### config.mk
export PLATFORM = sky130hd
export DESIGN_NAME = fetch_pc_unit
export DESIGN_NICKNAME = d
export VERILOG_FILES = /design/src/rtl/fetch_pc_unit.sv
export SDC_FILE = /design/constraint.sdc
export NUM_CORES = 1
export LEC_CHECK = 0
export BUFFER_PORTS_ARGS = -buffer_cell sky130_fd_sc_hd__buf_2
export CORE_MARGIN = 1
export CORE_UTILIZATION = 53
export DETAILED_ROUTE_END_ITERATION = 12
export PLACE_DENSITY_LB_ADDON = 0.15
export SKIP_CTS_REPAIR_TIMING = 1
export SLEW_MARGIN = 10
export SYNTH_ARGS = -nofsm -noshare
export SYNTH_HDL_FRONTEND = slang
export SYNTH_SLANG_ARGS = --single-unit
### constraint.sdc
create_clock -name clk -period 5.94 [get_ports clk]
set_input_delay 0.594 -clock clk [delete_from_list [all_inputs] [get_ports clk]]
set_output_delay 0.594 -clock clk [all_outputs]
set_load 0.02 [all_outputs]
### src/rtl/fetch_pc_unit.sv
// Fetch front end: owns the fetch PC, picks the next PC and fills IF/ID.
// Also counts resolved branches and mispredictions (saturating).
module fetch_pc_unit #(
    parameter int unsigned              DATA_WIDTH = 32,
    parameter logic [DATA_WIDTH-1:0]    RESET_PC   = '0,
    parameter int unsigned              CNT_WIDTH  = 16
) (
    input  logic                  clk,
    input  logic                  rst,
    input  logic                  stall,
    input  logic [DATA_WIDTH-1:0] instr_F,
    input  logic                  pred_taken,
    input  logic [DATA_WIDTH-1:0] pred_target,
    input  logic                  res_valid,
    input  logic                  res_taken,
    input  logic [DATA_WIDTH-1:0] res_target,
    input  logic                  res_correct,
    input  logic                  pred_error,
    input  logic [DATA_WIDTH-1:0] fix_target,
    output logic [DATA_WIDTH-1:0] pc_F,
    output logic [DATA_WIDTH-1:0] pc_D,
    output logic [DATA_WIDTH-1:0] instr_D,
    output logic                  pred_D,
    output logic                  valid_D,
    output logic                  flush_D,
    output logic [CNT_WIDTH-1:0]  cnt_branch,
    output logic [CNT_WIDTH-1:0]  cnt_mispred
);

    localparam logic [DATA_WIDTH-1:0] NOP = DATA_WIDTH'(32'h13);

    typedef enum logic {
        S_RUN,
        S_REDIRECT
    } state_t;

    state_t r_state;
    state_t w_state_nxt;

    logic [DATA_WIDTH-1:0] r_pc;
    logic [DATA_WIDTH-1:0] r_pc_d;
    logic [DATA_WIDTH-1:0] r_instr_d;
    logic                  r_pred_d;
    logic                  r_valid_d;
    logic [CNT_WIDTH-1:0]  r_cnt_br;
    logic [CNT_WIDTH-1:0]  r_cnt_mis;

    logic [DATA_WIDTH-1:0] w_pc_nxt;
    logic [DATA_WIDTH-1:0] w_fix_al;
    logic [DATA_WIDTH-1:0] w_res_al;
    logic [DATA_WIDTH-1:0] w_pred_al;
    logic                  w_res_fix;
    logic                  w_flush;
    logic                  w_pred_en;
    logic                  w_mis_evt;

    assign w_fix_al  = {fix_target[DATA_WIDTH-1:2], 2'b00};
    assign w_res_al  = {res_target[DATA_WIDTH-1:2], 2'b00};
    assign w_pred_al = {pred_target[DATA_WIDTH-1:2], 2'b00};

    assign w_res_fix = res_valid & res_taken & ~res_correct;
    assign w_flush   = pred_error | w_res_fix;
    assign w_mis_evt = pred_error | (res_taken & ~res_correct);

    always_ff @(posedge clk) begin
        if (rst) begin
            r_state <= S_RUN;
        end else begin
            r_state <= w_state_nxt;
        end
    end

    // A stalled redirect slot keeps suppressing the prediction until it fetches.
    always_comb begin
        w_state_nxt = r_state;
        unique case (r_state)
            S_RUN: begin
                if (w_flush) w_state_nxt = S_REDIRECT;
            end
            S_REDIRECT: begin
                if (!w_flush && !stall) w_state_nxt = S_RUN;
            end
        endcase
    end

    always_comb begin
        w_pred_en = (r_state == S_RUN);
    end

    always_comb begin
        w_pc_nxt = r_pc + DATA_WIDTH'(4);
        if (pred_error) begin
            w_pc_nxt = w_fix_al;
        end else if (w_res_fix) begin
            w_pc_nxt = w_res_al;
        end else if (stall) begin
            w_pc_nxt = r_pc;
        end else if (pred_taken && w_pred_en) begin
            w_pc_nxt = w_pred_al;
        end
    end

    always_ff @(posedge clk) begin
        if (rst) begin
            r_pc <= RESET_PC;
        end else begin
            r_pc <= w_pc_nxt;
        end
    end

    always_ff @(posedge clk) begin
        if (rst || w_flush) begin
            r_pc_d    <= '0;
            r_instr_d <= NOP;
            r_pred_d  <= 1'b0;
            r_valid_d <= 1'b0;
        end else if (!stall) begin
            r_pc_d    <= r_pc;
            r_instr_d <= instr_F;
            r_pred_d  <= pred_taken;
            r_valid_d <= 1'b1;
        end
    end

    always_ff @(posedge clk) begin
        if (rst) begin
            r_cnt_br  <= '0;
            r_cnt_mis <= '0;
        end else if (res_valid) begin
            if (r_cnt_br != '1) r_cnt_br <= r_cnt_br + 1'b1;
            if (w_mis_evt && r_cnt_mis != '1) begin
                r_cnt_mis <= r_cnt_mis + 1'b1;
            end
        end
    end

    assign pc_F        = r_pc;
    assign pc_D        = r_pc_d;
    assign instr_D     = r_instr_d;
    assign pred_D      = r_pred_d;
    assign valid_D     = r_valid_d;
    assign flush_D     = w_flush;
    assign cnt_branch  = r_cnt_br;
    assign cnt_mispred = r_cnt_mis;

endmodule

==> impl_metrics.toml <==
[global_route]
global_route_wire_length_before_repair_um = 31800
grt_pass1_vias = 6255
gr-usage-all-layers = 0.313
grt_max_degree = 54
congestion_overflow_gr = 0
grt_antenna_before_repair = 0

[floorplanning]
die-width_um = 114
pin_count = 267
floorplan.rows = 40
die_y_um = 114
floorplan.die_area_sq_um = 13000
initial_core_util = 0.548
placeableCoreArea_sq_um = 12100

[final_layout]
fin_cells = 1189
post_layout_instance_area_sq_um = 8610
num_antenna_cells = 0
layout-area-overhead-vs-synth_pct = 29.7
drive_above_1_share = 0.304
finish.net_count = 1147
layout_commonest_cell = "buf_2"
utilization = 0.711
most-common-layout-cells = "259 x buf_2, 131 x dfxtp_1, 125 x nor2_1"

[detailed_routing]
drt_iter0_markers = 529
avgRoutedWirePerCell_um = 17.1
detail_route.wirelength_um = 20300
drtAntennaViolNets = 0
routed_vias = 6811
detail_route.drc_violations = 0
drt-pass1-iter-count = 5
viasPerCell = 5.73

[cts]
tritoncts_buffers = 17
clk_path_buf_depth = 2
insertion_delay_ps = 410
cts_root_buf = "clkbuf_16"
clkTransAtPathRegs_ps = 60
numClockSinks = 131
htree_num_levels = 4
cts_tree = "done"

[placement]
placed_cell_areas_sq_um = 8010
placement.io_buffers = 260
place.detailed.instances = 1157
dp_hpwl_um = 14100
globalplace.congestion = 0.843

[logic_synthesis]
post-synth-top-area-cell = "dfxtp_1"
syn_area_per_cell_sq_um = 8.60
synthCells = 772
synth-async-reset-ratio = 0
sequential_to_total_area_share_from_yosys_stat = 0.395
syn-num-nets = 911
synth.cell_area_sq_um = 6640
ys_warn_count = 0
count_of_distinct_cell_types_in_the_synthesized_netlist = 73
synth_top_cells_by_area = "dfxtp_1 40%, mux2i_1 11%, nor2_1 7.1%"
ys_ff_latch = 131
yosysTopAreaCellShare = 0.395
top_flip_flop_cell_by_instance_count_after_synthesis = "dfxtp_1"
synth-edff-count = 0

[timing]
hold_viol_final = 0
rsz0062_at_grt = "false"
final_worst_path_cycle_share = 0.467
max_freq_mhz = 361
finalSetupTns_ps = 0
max_slew_margin = 0.308
clock-skew-final_ps = 6.42
timing_worst_slew_pin_value_ps = 1040
drv_slew = 0
timing.final.setup_violations = 0
min_period_ps = 2770

[setup_path]
worst-path-max-fanout = 53
rr_startpoint = "pc_F[2]$_SDFFE_PP0P_"
critical_path_arrival_ps = 3070
timing.critical_path.to_type = "register"
reg2reg_setup_slack_ps = 3530
critical_path_class = "input port to register"
required_ps = 6230
worst-r2r-cell-count = 6
worstReg2RegEnd = "pc_F[18]$_SDFFE_PP0P_"
crit_path_start_kind = "input port"

[power_and_ir_drop]
max-vdd-ir-drop_uv = 250
power.static_leakage_uw = 0.00394
power.density_nw_per_um2 = 271

[hold_path]
min_to = "instr_D[0]$_SDFFE_PP1N_"
hold_depth = 3
hold_class = "input port to register"
min_from = "instr_F[0]"

[run]
cap_violations = 0

[outcome]
status = "finished, final reports clean"
[logic make-up (layout without fill, tap and decap cells)]
kind of cell               count (synthesis)  in the layout  synth area share
and+or+nand+nor                          314            314             0.239
buffers and inverters                     63            312            0.0383
adders and majority gates                  3              3           0.00566
DFF                                      131            131             0.395
xor gates and xnor gates                  34             34            0.0449
AOI/OAI and AO/OA                        154            154             0.167
muxes                                     73             73             0.110
[registers in the layout, summed over array words and instances (netlist names)]
signal,count
valid_D,1
r_state,1
cnt_branch,16
cnt_mispred,16
instr_D,32
pc_F,32
pc_D,32
pred_D,1
[metal layers]
layer	track usage	wire length, um
met2	0.552	10300
met5	0	0
met3	0.0978	1840
met4	0.0926	238
met1	0.363	7890
[through the flow]
stage          total power, uW  setup slack [ps]  hold slack [ps]
6_report                  2330              3170              396
5_1_grt                   2410              2960              394
2_1_floorplan             1160              3750              508
3_5_place_dp              1280              2760              440
4_1_cts                   2340              3200              379
3_3_place_gp              1270              2760              432
[how the worst max path moves through the flow]
stage | startpoint | to | slack (ps)
floorplan | pc_F[2]$_SDFFE_PP0P_ | pc_F[24]$_SDFFE_PP0P_ | 3750
global placement | rst | instr_D[29]$_SDFFE_PP0N_ | 2760
detailed placement | rst | instr_D[30]$_SDFFE_PP0N_ | 2760
CTS | rst | instr_D[30]$_SDFFE_PP0N_ | 3200
global route | rst | instr_D[30]$_SDFFE_PP0N_ | 2960
finish | rst | instr_D[30]$_SDFFE_PP0N_ | 3170
[cells in the mapped netlist (5+ instances only)]
cell and instances:
nor3b_1 5, a21oi_1 28, o21ai_0 22, o31ai_1 8
and2_1 8, nor3_1 13, clkbuf_1 27, xnor2_1 25
nor2_1 125, nor4b_1 5, and3_1 13, buf_2 11
nor4_1 5, a31oi_1 9, nand2_1 53, a211o_1 5
nand2b_1 11, dfxtp_1 131, and4_1 9, nand3_1 29
o211ai_1 12, o221ai_1 6, xor2_1 9, buf_1 12
inv_1 11, mux2i_1 72, a211oi_1 13, nand4_1 13
or4_1 7
[area by class of cell]
class | instances | area (sq um)
Fill cell | 1028 | 3500
Sequential cell | 131 | 2620
Multi-Input combinational cell | 578 | 3760
Timing Repair Buffer | 268 | 1360
Clock inverter | 12 | 155
Inverter | 12 | 45.0
Clock buffer | 20 | 447
Tap cell | 168 | 210
[report_power, final]
part	internal [uW]	total, uW	switching, uW
Sequential	912	956	44.3
Combinational	126	308	182
Clock	672	1060	392
Total	1710	2330	619
[critical path, stage by stage]
cell,delay [ps]
buf_2,70
buf_4,500
clkinv_1,520
nand3_2,880
buf_4,390
nor2_1,90
(Power assumes the default switching activity.)
